`src/rtl/lutram_arb_pkg.sv`:
```
// Shared types and helpers for the LUTRAM access arbiter: FSM encodings,
// round-robin grant selection and one-hot to index conversion.
`ifndef BYTE_LEN_IN_BITS
`define BYTE_LEN_IN_BITS 8
`endif

package lutram_arb_pkg;

  typedef enum logic [0:0] {
    ST_INIT = 1'b0,
    ST_RUN  = 1'b1
  } arb_state_e;

  // Helpers operate on a fixed maximum width; callers zero-extend and slice.
  localparam int RR_MAX_REQ = 32;
  localparam int RR_IDX_W   = 5;

  // First asserted request at or after ptr, wrapping at num_req.
  function automatic logic [RR_MAX_REQ-1:0] rr_grant(input logic [RR_MAX_REQ-1:0] req,
                                                     input int num_req,
                                                     input int ptr);
    logic [RR_MAX_REQ-1:0] grant;
    logic found;
    int idx;
    grant = '0;
    found = 1'b0;
    for (int off = 0; off < RR_MAX_REQ; off++) begin
      idx = ptr + off;
      if (idx >= num_req) idx = idx - num_req;
      if ((off < num_req) && !found && req[idx[RR_IDX_W-1:0]]) begin
        grant[idx[RR_IDX_W-1:0]] = 1'b1;
        found = 1'b1;
      end
    end
    return grant;
  endfunction

  function automatic int rr_index(input logic [RR_MAX_REQ-1:0] onehot);
    int idx;
    idx = 0;
    for (int i = 0; i < RR_MAX_REQ; i++) begin
      if (onehot[i]) idx = i;
    end
    return idx;
  endfunction

endpackage

```
`src/rtl/rr_arbiter.sv`:
```
// Round-robin arbiter with a rotating priority pointer. The candidate is
// exposed so the parent can veto it through hold_in before it becomes a grant.
module rr_arbiter
  import lutram_arb_pkg::*;
#(
  parameter int NUM_REQUESTER = 4
) (
  input  logic                     clk_in,
  input  logic                     reset_in,
  input  logic [NUM_REQUESTER-1:0] req_in,
  input  logic                     hold_in,
  output logic [NUM_REQUESTER-1:0] cand_out,
  output logic [NUM_REQUESTER-1:0] grant_out
);

  localparam int PTR_W = (NUM_REQUESTER > 1) ? $clog2(NUM_REQUESTER) : 1;

  logic [PTR_W-1:0]      ptr_q;
  logic [PTR_W-1:0]      ptr_d;
  logic [RR_MAX_REQ-1:0] cand_full;
  logic                  unused_cand_hi;

  assign cand_full      = rr_grant(RR_MAX_REQ'(req_in), NUM_REQUESTER, int'(ptr_q));
  assign cand_out       = cand_full[NUM_REQUESTER-1:0];
  assign unused_cand_hi = ^cand_full;
  assign grant_out      = hold_in ? '0 : cand_out;

  // Pointer moves one past the winner; a withheld or empty cycle leaves it.
  always_comb begin
    int g;
    g     = rr_index(RR_MAX_REQ'(grant_out));
    ptr_d = ptr_q;
    if (|grant_out) begin
      ptr_d = (g == NUM_REQUESTER - 1) ? '0 : PTR_W'(g + 1);
    end
  end

  always_ff @(posedge clk_in) begin
    if (reset_in) ptr_q <= '0;
    else          ptr_q <= ptr_d;
  end

endmodule

```
`src/rtl/lutram_access_arbiter.sv`:
```
// Shares one dual-port LUTRAM between NUM_REQUESTER requesters with separate
// write and read round-robin arbiters. LUTRAM_ARB_INIT_SWEEP_EN enables a
// power-up sweep that zeroes every set before requests are accepted.
`ifndef BYTE_LEN_IN_BITS
`define BYTE_LEN_IN_BITS 8
`endif

module lutram_access_arbiter
  import lutram_arb_pkg::*;
#(
  parameter int NUM_REQUESTER              = 4,
  parameter int SINGLE_ENTRY_WIDTH_IN_BITS = 64,
  parameter int NUM_SET                    = 64,
  parameter int SET_PTR_WIDTH_IN_BITS      = $clog2(NUM_SET),
  parameter int WRITE_MASK_LEN             = SINGLE_ENTRY_WIDTH_IN_BITS / `BYTE_LEN_IN_BITS
) (
  input  logic                                                clk_in,
  input  logic                                                reset_in,
  // A request transfers in a cycle where req_valid_in[i] & req_ready_out[i];
  // ready is combinational from valid and never asserts without it.
  input  logic [NUM_REQUESTER-1:0]                            req_valid_in,
  input  logic [NUM_REQUESTER-1:0]                            req_is_write_in,
  input  logic [NUM_REQUESTER*SET_PTR_WIDTH_IN_BITS-1:0]      req_addr_in,
  input  logic [NUM_REQUESTER*WRITE_MASK_LEN-1:0]             req_write_en_in,
  input  logic [NUM_REQUESTER*SINGLE_ENTRY_WIDTH_IN_BITS-1:0] req_data_in,
  output logic [NUM_REQUESTER-1:0]                            req_ready_out,
  output logic [NUM_REQUESTER-1:0]                            resp_valid_out,
  output logic [SINGLE_ENTRY_WIDTH_IN_BITS-1:0]               resp_data_out,
  output logic                                                resp_hit_out,
  output logic                                                write_port_access_en_out,
  output logic [WRITE_MASK_LEN-1:0]                           write_port_write_en_out,
  output logic [SET_PTR_WIDTH_IN_BITS-1:0]                    write_port_access_set_addr_out,
  output logic [SINGLE_ENTRY_WIDTH_IN_BITS-1:0]               write_port_data_out,
  output logic                                                read_port_access_en_out,
  output logic [SET_PTR_WIDTH_IN_BITS-1:0]                    read_port_access_set_addr_out,
  input  logic [SINGLE_ENTRY_WIDTH_IN_BITS-1:0]               read_port_data_in,
  input  logic                                                read_port_valid_in,
  output logic                                                init_done_out,
  output logic                                                fsm_state_out
);

  localparam int SW = SET_PTR_WIDTH_IN_BITS;
  localparam int MW = WRITE_MASK_LEN;
  localparam int DW = SINGLE_ENTRY_WIDTH_IN_BITS;

`ifdef LUTRAM_ARB_INIT_SWEEP_EN
  localparam arb_state_e RESET_STATE = ST_INIT;
`else
  localparam arb_state_e RESET_STATE = ST_RUN;
`endif

  arb_state_e              state_q;
  arb_state_e              state_d;
  logic                    run_active;
  logic                    sweep_active;
  logic [NUM_REQUESTER-1:0] wr_req;
  logic [NUM_REQUESTER-1:0] rd_req;
  logic [NUM_REQUESTER-1:0] wr_grant;
  logic [NUM_REQUESTER-1:0] rd_grant;
  logic [NUM_REQUESTER-1:0] rd_cand;
  logic [NUM_REQUESTER-1:0] unused_wr_cand;
  logic [NUM_REQUESTER-1:0] resp_valid_q;
  logic [SW-1:0]           wr_addr;
  logic [SW-1:0]           rd_addr;
  logic [MW-1:0]           wr_mask;
  logic [DW-1:0]           wr_data;
  logic                    rd_hazard;

  // Reset gates everything combinationally so nothing leaks while it is held.
  assign run_active = (state_q == ST_RUN) && !reset_in;
  assign wr_req     = req_valid_in & req_is_write_in & {NUM_REQUESTER{run_active}};
  assign rd_req     = req_valid_in & ~req_is_write_in & {NUM_REQUESTER{run_active}};

  rr_arbiter #(.NUM_REQUESTER(NUM_REQUESTER)) u_wr_arb (
    .clk_in    (clk_in),
    .reset_in  (reset_in),
    .req_in    (wr_req),
    .hold_in   (1'b0),
    .cand_out  (unused_wr_cand),
    .grant_out (wr_grant)
  );

  rr_arbiter #(.NUM_REQUESTER(NUM_REQUESTER)) u_rd_arb (
    .clk_in    (clk_in),
    .reset_in  (reset_in),
    .req_in    (rd_req),
    .hold_in   (rd_hazard),
    .cand_out  (rd_cand),
    .grant_out (rd_grant)
  );

  always_comb begin
    wr_addr = '0;
    wr_mask = '0;
    wr_data = '0;
    rd_addr = '0;
    for (int i = 0; i < NUM_REQUESTER; i++) begin
      if (wr_grant[i]) begin
        wr_addr = req_addr_in[i*SW +: SW];
        wr_mask = req_write_en_in[i*MW +: MW];
        wr_data = req_data_in[i*DW +: DW];
      end
      if (rd_cand[i]) rd_addr = req_addr_in[i*SW +: SW];
    end
  end

  // The LUTRAM is read-first, so a same-set read would return stale data.
  assign rd_hazard = (|wr_mask) && (|rd_cand) && (wr_addr == rd_addr);

`ifdef LUTRAM_ARB_INIT_SWEEP_EN
  logic [SW-1:0] init_cnt_q;

  always_ff @(posedge clk_in) begin
    if (reset_in)                init_cnt_q <= '0;
    else if (state_q == ST_INIT) init_cnt_q <= init_cnt_q + SW'(1);
  end

  assign sweep_active = (state_q == ST_INIT) && !reset_in;
`else
  assign sweep_active = 1'b0;
`endif

  always_ff @(posedge clk_in) begin
    if (reset_in) state_q <= RESET_STATE;
    else          state_q <= state_d;
  end

  always_comb begin
    state_d = state_q;
    case (state_q)
`ifdef LUTRAM_ARB_INIT_SWEEP_EN
      ST_INIT: if (init_cnt_q == SW'(NUM_SET - 1)) state_d = ST_RUN;
`else
      ST_INIT: state_d = ST_RUN;
`endif
      ST_RUN:  state_d = ST_RUN;
      default: state_d = RESET_STATE;
    endcase
  end

  always_comb begin
    write_port_access_en_out       = 1'b0;
    write_port_write_en_out        = '0;
    write_port_access_set_addr_out = '0;
    write_port_data_out            = '0;
    if (sweep_active) begin
      write_port_access_en_out       = 1'b1;
      write_port_write_en_out        = '1;
`ifdef LUTRAM_ARB_INIT_SWEEP_EN
      write_port_access_set_addr_out = init_cnt_q;
`endif
    end else if (|wr_grant) begin
      write_port_access_en_out       = 1'b1;
      write_port_write_en_out        = wr_mask;
      write_port_access_set_addr_out = wr_addr;
      write_port_data_out            = wr_data;
    end
    read_port_access_en_out       = |rd_grant;
    read_port_access_set_addr_out = (|rd_grant) ? rd_addr : '0;
    req_ready_out                 = wr_grant | rd_grant;
    init_done_out                 = (state_q == ST_RUN) && !reset_in;
    fsm_state_out                 = state_q;
  end

  always_ff @(posedge clk_in) begin
    if (reset_in) resp_valid_q <= '0;
    else          resp_valid_q <= rd_grant;
  end

  assign resp_valid_out = resp_valid_q & ~{NUM_REQUESTER{reset_in}};
  assign resp_data_out  = read_port_data_in;
  assign resp_hit_out   = read_port_valid_in;

endmodule

```
`config.mk`:
```
export PLATFORM = sky130hd
export DESIGN_NAME = lutram_access_arbiter
export DESIGN_NICKNAME = d
export VERILOG_FILES = /design/src/rtl/lutram_arb_pkg.sv /design/src/rtl/rr_arbiter.sv /design/src/rtl/lutram_access_arbiter.sv
export SDC_FILE = /design/constraint.sdc
export NUM_CORES = 1
export LEC_CHECK = 0
export CORE_AREA = 2 2 212 214
export DETAILED_ROUTE_END_ITERATION = 6
export DIE_AREA = 0 0 214 216
export PLACE_DENSITY = 0.38
export SETUP_SLACK_MARGIN = 0.05
export SYNTH_ARGS = -nofsm -noshare
export SYNTH_HDL_FRONTEND = slang
export SYNTH_HIERARCHICAL = 1
export SYNTH_SLANG_ARGS = --single-unit
```
`constraint.sdc`:
```
create_clock -name clk_in -period 5.4 [get_ports clk_in]
set_input_delay 0.81 -clock clk_in [delete_from_list [all_inputs] [get_ports clk_in]]
set_output_delay 0.81 -clock clk_in [all_outputs]
set_load 0.1 [all_outputs]
```
==> out/summary.json <==
{
  "layout.cells.most_common_list": {"value": "sky130_fd_sc_hd__clkdlybuf4s50_1, sky130_fd_sc_hd__buf_4, sky130_fd_sc_hd__buf_12, sky130_fd_sc_hd__nand2_1, sky130_fd_sc_hd__a21oi_1"},
  "timing.critical_path.fanout_max": {"value": 7},
  "clockRootBuffer": {"value": "sky130_fd_sc_hd__clkbuf_16"},
  "grt_overall_usage": {"value": 0.1168},
  "antenna_violating_nets_remaining": {"value": 0},
  "clkSinkCount": {"value": 8},
  "pre_cts_slack": {"value": -1.195, "unit": "ns"},
  "globalRouteOverflowTotal": {"value": 0},
  "first_global_vias": {"value": 6996},
  "sw_share": {"value": 0.5613},
  "timing.critical_path.required": {"value": 4.59, "unit": "ns"},
  "top_level_ports": {"value": 548},
  "design.core.area": {"value": 0.04384, "unit": "mm2"},
  "internal_power_consumption": {"value": 1949, "unit": "uW"},
  "critical_path.startpoint_type": {"value": "input port"},
  "grt_first_pass_wirelength": {"value": 43.00, "unit": "mm"},
  "postCtsHoldBufs": {"value": 0},
  "p_seq_frac": {"value": 0.018},
  "setup_tns_final": {"value": -3.262, "unit": "ns"},
  "ys.warnings.count": {"value": 6},
  "switchingPower": {"value": 2495, "unit": "uW"},
  "chipWidth": {"value": 214, "unit": "um"},
  "gp_congestion": {"value": 0.8398},
  "final.fill_count": {"value": 4726},
  "timing.critical_path.arrival": {"value": 4.99, "unit": "ns"},
  "total_routed_length": {"value": 28.69, "unit": "mm"},
  "period_needed": {"value": 5.803, "unit": "ns"},
  "setup_repair_after_global_routing_missed_its_margin": {"value": "yes"},
  "drv_cap": {"value": 0},
  "floorplan.die.height": {"value": 216, "unit": "um"},
  "cts_buffers": {"value": 3},
  "worstSetupPathType": {"value": "in -> out"},
  "floorplan.initialDensity": {"value": 0.1024},
  "design_area": {"value": 0.01178, "unit": "mm2"},
  "final_max_slew_viol_count": {"value": 0},
  "vdd_drop_max": {"value": 317.6, "unit": "uV"},
  "number_of_antenna_violations_at_the_first_check_in_global_routing": {"value": 0},
  "final.period_utilization": {"value": 1.075},
  "power.share.clock": {"value": 0.027},
  "synthesis.instances": {"value": 700},
  "htree_levels": {"value": 1},
  "pnr_total_power": {"value": 4444, "unit": "uW"},
  "violated_checks": {"value": "negative setup slack"},
  "post-dp-hpwl": {"value": 23.76, "unit": "mm"},
  "via_count": {"value": 6690},
  "tritoncts": {"value": "built"},
  "setup-violations-final": {"value": 12},
  "hold_path.class": {"value": "reg -> reg"},
  "cts-root-to-sink-buffers": {"value": 2},
  "via_per_inst": {"value": 3.908},
  "detail_route.first_pass.iterations": {"value": 4},
  "final_common_cell": {"value": "sky130_fd_sc_hd__clkdlybuf4s50_1"},
  "max_freq": {"value": 172.3, "unit": "MHz"},
  "finalHoldViolations": {"value": 0},
  "end_kind": {"value": "output pin"},
  "n_antenna_cell": {"value": 0},
  "static-leakage-power": {"value": 0.004317, "unit": "uW"},
  "initialDrtViolationCount": {"value": 256},
  "wl_per_cell": {"value": 16.76, "unit": "um"},
  "worstSkewPairLatency": {"value": 0.22, "unit": "ns"},
  "powerDensity": {"value": 377.3, "unit": "mW/mm2"},
  "postLayoutSetupSlackWorst": {"value": -0.4028, "unit": "ns"},
  "relative_slew_slack": {"value": 0.3335},
  "fp.dieArea": {"value": 0.04622, "unit": "mm2"},
  "path_clk_slew": {"value": 0.03, "unit": "ns"},
  "p_comb_frac": {"value": 0.955},
  "number_of_input_and_output_port_buffers_inserted": {"value": 416},
  "drc": {"value": 0},
  "tightest_slew": {"value": 0.9966, "unit": "ns"},
  "post_synth_instance_area": {"value": 0.004488, "unit": "mm2"},
  "grt_max_degree": {"value": 97},
  "layout_overhead_on_the_synthesized_area": {"value": 162.5, "unit": "%"},
  "timing.clock.skew": {"value": 0.0003748, "unit": "ns"},
  "drive_above_1_share": {"value": 0.3438},
  "postPlaceCellArea": {"value": 0.01113, "unit": "mm2"},
  "nets": {"value": 1523},
  "run_status": {"value": "finished, violations left"},
  "placement_rows": {"value": 77},
  "post_synth.cell_area_avg": {"value": 6.412, "unit": "um2"}
}
==> flip-flops by register name, indices dropped and copies added, names as in the netlist <==
name            cells
u_wr_arb/ptr_q      2
resp_valid_q        4
u_rd_arb/ptr_q      2
==> stage by stage <==
| stage | instances | util | hold slack (ns) |
|---|---|---|---|
| 6_report | 1712 | 0.2687 | 0.7352 |
| 5_1_grt | 1712 | 0.2687 | 0.7954 |
| 4_1_cts | 1709 | 0.2674 | 0.7238 |
| 3_5_place_dp | 1680 | 0.2539 | 0.7210 |
| 3_3_place_gp | 1680 | 0.2539 | 0.7229 |
| 2_1_floorplan | 701 | - | 0.6192 |
==> critical path, stage by stage <==
cell and delay [ns]:
sky130_fd_sc_hd__buf_8 0.10, sky130_fd_sc_hd__buf_6 0.12, sky130_fd_sc_hd__buf_6 0.12, sky130_fd_sc_hd__nor3b_4 0.23, sky130_fd_sc_hd__and2b_1 0.20, sky130_fd_sc_hd__mux4_2 0.49
sky130_fd_sc_hd__and3_4 0.18, sky130_fd_sc_hd__a221o_2 0.45, sky130_fd_sc_hd__or3b_1 0.42, sky130_fd_sc_hd__o21ai_2 0.08, sky130_fd_sc_hd__a21oi_2 0.07, sky130_fd_sc_hd__xnor2_2 0.17
sky130_fd_sc_hd__nand4_1 0.11, sky130_fd_sc_hd__and4bb_2 0.36, sky130_fd_sc_hd__inv_2 0.07, sky130_fd_sc_hd__nand2_2 0.08, sky130_fd_sc_hd__inv_2 0.05, sky130_fd_sc_hd__nor4_4 0.33
sky130_fd_sc_hd__bufinv_8 0.24, sky130_fd_sc_hd__and2_4 0.14, sky130_fd_sc_hd__buf_12 0.16
==> power groups by stage <==
stage	registers (uW)	clock network (uW)	logic, uW
after floorplan	89.5	0	2600
after global placement	82.3	0	3980
after detailed placement	82.3	0	3980
after CTS	81.5	123	4240
after global routing	83.1	126	4420
final	81.4	120	4240
==> routing by layer <==
| metal | wire length (um) | GRT usage |
|---|---|---|
| met1 | 11640 | 0.1425 |
| met2 | 14760 | 0.2132 |
| met3 | 1790 | 0.02185 |
| met4 | 496 | 0.02214 |
| met5 | 0 | 0 |
==> what timing repair did <==
action	in CTS	in global routing
setup endpoints to repair	66	14
setup buffers	27	5
pin swaps	31	10
resized for setup	104	8
==> layout make-up <==
cell class | count | area (um2) | share of cell area
Timing Repair Buffer | 538 | 6060 | 0.5144
Tap cell | 592 | 740.7 | 0.06288
Sequential cell | 8 | 160.2 | 0.01360
Clock buffer | 3 | 75.07 | 0.006373
Inverter | 17 | 83.83 | 0.007116
Multi-Input combinational cell | 554 | 4661 | 0.3956
==> worst paths after layout <==
kind	from	end	slack, ns	depth (start not counted)
setup / recovery	reset_in	read_port_access_set_addr_out[3]	-0.40	21
hold / removal	u_rd_arb/ptr_q[1]	u_rd_arb/ptr_q[1]	0.74	3
setup reg to reg	u_rd_arb/ptr_q[0]	u_rd_arb/ptr_q[0]	-0.07	29
hold reg to reg	u_rd_arb/ptr_q[1]	u_rd_arb/ptr_q[1]	0.74	3
(Power assumes the default switching activity.)
